==> src/rtl/ball_motion_ctrl.sv <==
// Per-frame ball mover: steps x then y one pixel per clock, stopping on
// collision flags or the screen edge, and reports done/hit at the end.

module ball_axis_eval #(
  parameter int LIM = 640
) (
  input  logic [10:0] pos,
  input  logic [10:0] size,
  input  logic        en,
  input  logic        neg,
  input  logic [2:0]  cnt,
  input  logic        stop_pos,
  input  logic        stop_neg,
  output logic        go,
  output logic        blk
);
  logic active, at_edge;

  always_comb begin
    active  = en && (cnt != 3'd0);
    blk     = active && (neg ? stop_neg : stop_pos);
    // 12-bit sum so a wide ball near the right edge cannot wrap the compare
    at_edge = neg ? (pos == 11'd0)
                  : (({1'b0, pos} + {1'b0, size}) >= 12'(LIM));
    go      = active && !blk && !at_edge;
  end
endmodule

module ball_motion_ctrl #(
  parameter int START_X = 40,
  parameter int START_Y = 60,
  parameter int H_MAX   = 640,
  parameter int V_MAX   = 480
) (
  input  logic        clk,
  input  logic        rst_n,
  input  logic        frame_tick,
  input  logic        restart,
  input  logic        dir_right,
  input  logic        dir_left,
  input  logic        dir_up,
  input  logic        dir_down,
  input  logic [2:0]  speed,
  input  logic [4:0]  ball_width,
  input  logic        stop_right,
  input  logic        stop_left,
  input  logic        stop_up,
  input  logic        stop_down,
  output logic [10:0] x_ball,
  output logic [10:0] y_ball,
  output logic        busy,
  output logic        done,
  output logic        hit
);
  typedef enum logic [1:0] {IDLE, STEP_X, STEP_Y, DONE} state_t;

  state_t      state;
  logic        x_en, x_neg, y_en, y_neg;
  logic [2:0]  cnt_x, cnt_y;
  logic        hit_acc;
  logic        x_go, x_blk, y_go, y_blk;
  logic [10:0] bw;

  assign bw = {6'd0, ball_width};

  ball_axis_eval #(.LIM(H_MAX)) u_ax_x (
    .pos(x_ball), .size(bw), .en(x_en), .neg(x_neg), .cnt(cnt_x),
    .stop_pos(stop_right), .stop_neg(stop_left), .go(x_go), .blk(x_blk)
  );

  ball_axis_eval #(.LIM(V_MAX)) u_ax_y (
    .pos(y_ball), .size(bw), .en(y_en), .neg(y_neg), .cnt(cnt_y),
    .stop_pos(stop_down), .stop_neg(stop_up), .go(y_go), .blk(y_blk)
  );

  always_ff @(posedge clk or negedge rst_n) begin
    if (!rst_n) begin
      state   <= IDLE;
      x_ball  <= 11'(START_X);
      y_ball  <= 11'(START_Y);
      x_en    <= 1'b0;
      x_neg   <= 1'b0;
      y_en    <= 1'b0;
      y_neg   <= 1'b0;
      cnt_x   <= 3'd0;
      cnt_y   <= 3'd0;
      hit_acc <= 1'b0;
      busy    <= 1'b0;
      done    <= 1'b0;
      hit     <= 1'b0;
    end else if (restart) begin
      state   <= IDLE;
      x_ball  <= 11'(START_X);
      y_ball  <= 11'(START_Y);
      cnt_x   <= 3'd0;
      cnt_y   <= 3'd0;
      hit_acc <= 1'b0;
      busy    <= 1'b0;
      done    <= 1'b0;
      hit     <= 1'b0;
    end else begin
      done <= 1'b0;
      hit  <= 1'b0;
      case (state)
        IDLE: if (frame_tick) begin
          // opposing requests on an axis cancel to zero motion
          x_en    <= dir_right ^ dir_left;
          x_neg   <= dir_left;
          y_en    <= dir_down ^ dir_up;
          y_neg   <= dir_up;
          cnt_x   <= speed;
          cnt_y   <= speed;
          hit_acc <= 1'b0;
          busy    <= 1'b1;
          state   <= STEP_X;
        end
        STEP_X: begin
          if (x_go) begin
            x_ball <= x_neg ? x_ball - 11'd1 : x_ball + 11'd1;
            cnt_x  <= cnt_x - 3'd1;
          end else begin
            if (x_blk) hit_acc <= 1'b1;
            cnt_x <= 3'd0;
            state <= STEP_Y;
          end
        end
        STEP_Y: begin
          if (y_go) begin
            y_ball <= y_neg ? y_ball - 11'd1 : y_ball + 11'd1;
            cnt_y  <= cnt_y - 3'd1;
          end else begin
            // a block on this final step must still reach the hit pulse
            if (y_blk) hit_acc <= 1'b1;
            cnt_y <= 3'd0;
            done  <= 1'b1;
            hit   <= hit_acc | y_blk;
            state <= DONE;
          end
        end
        DONE: begin
          busy  <= 1'b0;
          state <= IDLE;
        end
        default: state <= IDLE;
      endcase
    end
  end
endmodule

==> config.mk <==
export PLATFORM = sky130hd
export DESIGN_NAME = ball_motion_ctrl
export DESIGN_NICKNAME = d
export VERILOG_FILES = /design/src/rtl/ball_motion_ctrl.sv
export SDC_FILE = /design/constraint.sdc
export NUM_CORES = 1
export LEC_CHECK = 0
export ABC_AREA = 1
export BUFFER_PORTS_ARGS = -buffer_cell sky130_fd_sc_hd__buf_2
export CAP_MARGIN = 10
export CORE_MARGIN = 5
export CORE_UTILIZATION = 25
export DETAILED_ROUTE_END_ITERATION = 16
export PLACE_DENSITY = 0.38
export SLEW_MARGIN = 0
export SYNTH_ARGS = -nofsm -noshare
export SYNTH_HDL_FRONTEND = slang
export SYNTH_SLANG_ARGS = --single-unit
==> constraint.sdc <==
create_clock -name clk -period 2.9 [get_ports clk]
set_input_delay 0.58 -clock clk [delete_from_list [all_inputs] [get_ports clk]]
set_output_delay 0.58 -clock clk [all_outputs]
set_load 0.05 [all_outputs]
==> flow_summary.json <==
{
  "status": "finished, final reports clean",
  "ctsLongestPathBuffers": 2,
  "cts_resized": 0,
  "initial_core_util_pct": 25.8,
  "fin_crit_sh_pct": 82.8,
  "p_leak_nw": 1.97,
  "core_sq_um": 12700,
  "grt_max_degree": 39,
  "die_x_microns": 125,
  "finalWorstSetupSlack_ps": 499,
  "p_per_area_nw_per_um2": 869,
  "yosys.area.top_type": "dfrtp_1",
  "vias": 3034,
  "max_stage_delay_ps": 550,
  "synth-edff-count": 0,
  "cts_tree": "done",
  "fin_setup_tns_ps": 0,
  "critPathTopFamily": "simple AND/OR/NAND/NOR gates",
  "rows": 41,
  "antenna_left": 0,
  "rsz0062_at_grt": "no",
  "dpl.hpwl_microns": 7550,
  "port_buffers": 44,
  "syn_area_per_cell_sq_um": 7.25,
  "area_growth_pct": 17.5,
  "r2r-start": "x_ball[0]",
  "cap_violations": 0,
  "slew_headroom_pct": 38.3,
  "syn-num-nets": 513,
  "dr.first_iter.drc_count": 110,
  "arrival_ps": 2550,
  "grt_pass1_vias": 3009,
  "drtPass1Iterations": 4,
  "worst_pin_slew_ps": 926,
  "hold_class": "in -> async",
  "synth_area_sq_um": 3280,
  "grt_usage_pct": 12.3,
  "path_max_fanout": 9,
  "ff2ff_path_depth": 15,
  "ioPinCount": 45,
  "r2r_slack_ps": 500,
  "ys_dominant_reg_cell": "dfrtp_1",
  "ctsHoldBuffers": 0,
  "numCtsBuffers": 5,
  "layout.nets": 565,
  "cts_root_buf": "clkbuf_16",
  "synth_top_area_share_pct": 24.4,
  "cp-start-kind": "flop",
  "gp_congestion": 0.828,
  "synth.distinct_cells": 38,
  "synth.area.top_cells": "dfrtp_1 (24%), ha_1 (14%), nand2_1 (14%), nor2_1 (6.3%), inv_1 (5.5%)",
  "yosysWarnings": 0,
  "drc_errors": 0,
  "cts_sinks": 38,
  "ys_seq_elements": 38,
  "cp_data_required_time_ps": 3050,
  "crit_type": "reg -> reg",
  "drv_slew": 0,
  "path_clk_slew_ps": 50,
  "crit_buf_inv": 3,
  "grt_overflow": 0,
  "synthMostInstantiatedCell": "nand2_1",
  "min_period_ps": 2400,
  "clkLatencyLatePin_ps": 280,
  "fin_worst_skew_ps": 3.73,
  "pre_cts_ws_ps": 317,
  "grt_pass1_wl_microns": 15700,
  "finalHoldViolCount": 0,
  "path_cells": "ha_1, inv_1, fa_1, nor2_1, nor2_1, nand3_1, nand2_1, nand2_1, clkinv_1, nand2_2, nand2_2, nand2_2, inv_2, nand2_1, o21ai_0",
  "die_area_sq_um": 15500,
  "post-cts-setup-buffers": 0,
  "setup_viol": 0,
  "clock.fmax_mhz": 417,
  "htree_levels": 2,
  "ys_async_sr_fraction_pct": 100,
  "final_util_pct": 30.3,
  "drive_above_1_share_pct": 15.3,
  "r2r_end": "x_ball[0]",
  "synthTopCellsByCount": "nand2_1 (118), nor2_1 (55), inv_1 (48)",
  "diodes": 0,
  "irDropWorstVdd_uv": 234,
  "fp.dieH_microns": 125,
  "synth_cells": 452,
  "crit_path_end_kind": "flop",
  "yosysSeqAreaShare_pct": 29.2,
  "wl_microns": 9250,
  "crit_path_top_delay_cell": "dfrtp_1",
  "wl_per_cell_microns": 13.7,
  "antenna_found_initial": 0,
  "vias_per_cell": 4.49
}
-- metal layers --
metal,up-vias,part of all wire (%),GRT usage (%)
met1,1372,52,17.6
met5,-,0,0
li1,1604,-,-
met3,7,3.2,2.57
met2,51,44,19.1
met4,0,0.85,2.51
-- worst reg2reg max path, stage by stage, from the launching register on --
cell and delay [ps]:
dfrtp_1 550, ha_1 230, inv_1 50, fa_1 360, nor2_1 150, nor2_1 80, nand3_1 70, nand2_1 50
nand2_1 60, clkinv_1 60, nand2_2 90, nand2_2 100, nand2_2 180, inv_2 100, nand2_1 60, o21ai_0 70
-- power breakdown --
part | internal, mW | switching, mW | leakage [nW]
logic | 0.669 | 1.26 | 1.42
clock network | 0.315 | 0.205 | 0.0640
registers | 0.688 | 0.209 | 0.490
-- cells by family (layout without fill, tap and decap cells) --
family / Yosys count / count (layout) / synth area share (%)
buffers and inverters: 56 / 108 / 6.68
adders and majority gates: 41 / 41 / 16.6
AOI/OAI and AO/OA: 70 / 70 / 12.1
muxes: 1 / 1 / 0.305
and+or+nand+nor: 230 / 230 / 30.8
xor gates and xnor gates: 16 / 16 / 4.27
DFF: 38 / 38 / 29.2
-- cell usage in the layout (no fill, tap or decap), types with 2 or more instances in the layout --
| cell type | instances |
|---|---|
| buf_4 | 3 |
| nor4_1 | 4 |
| inv_1 | 48 |
| inv_2 | 4 |
| o21ai_0 | 18 |
| nand4_1 | 11 |
| a31oi_1 | 2 |
| dfrtp_1 | 32 |
| o22ai_1 | 7 |
| clkinv_1 | 2 |
| nand2_1 | 118 |
| a211o_1 | 2 |
| clkbuf_16 | 5 |
| dfstp_2 | 6 |
| xor2_1 | 10 |
| buf_2 | 44 |
| o21ai_1 | 5 |
| a21oi_1 | 28 |
| nand2_2 | 7 |
| ha_1 | 37 |
| nor3_1 | 4 |
| fa_1 | 4 |
| nand3_2 | 2 |
| a21o_1 | 2 |
| nor2_1 | 55 |
| clkbuf_1 | 2 |
| nand3_1 | 24 |
| xnor2_1 | 6 |
-- state kept, by name, summed over array words and instances (netlist names) --
signal	count
state	2
done	1
busy	1
cnt_y	3
y_en	1
x_en	1
hit_acc	1
x_neg	1
x_ball	11
cnt_x	3
hit	1
y_neg	1
y_ball	11
-- metrics by stage --
stage	power (mW)	cells	hold slack (ps)	cell area [sq um]
6_report	3.35	676	437	3850
5_1_grt	3.70	676	518	3850
4_1_cts	3.40	676	477	3850
3_5_place_dp	2.86	669	461	3720
3_3_place_gp	2.87	669	460	3720
2_1_floorplan	2.37	452	284	3280
-- layout make-up --
cell class                      instances  area, sq um
Fill cell                            1457         8870
Multi-Input combinational cell        358         2100
Sequential cell                        38          958
Timing Repair Buffer                   47          243
Tap cell                              172          215
Inverter                               54          203
Clock buffer                            7          133
-- worst max path at each step --
stage | to | depth (start not counted) | startpoint | slack (ps)
2_1_floorplan | x_ball[0] | 15 | x_ball[0] | 510
3_3_place_gp | y_ball[1] | 17 | ball_width[0] | 350
3_5_place_dp | y_ball[7] | 17 | ball_width[0] | 320
4_1_cts | x_ball[2] | 15 | x_ball[0] | 480
5_1_grt | x_ball[2] | 15 | x_ball[0] | 240
6_report | x_ball[0] | 15 | x_ball[0] | 500
No activity file was read; power rests on OpenSTA's default activity.
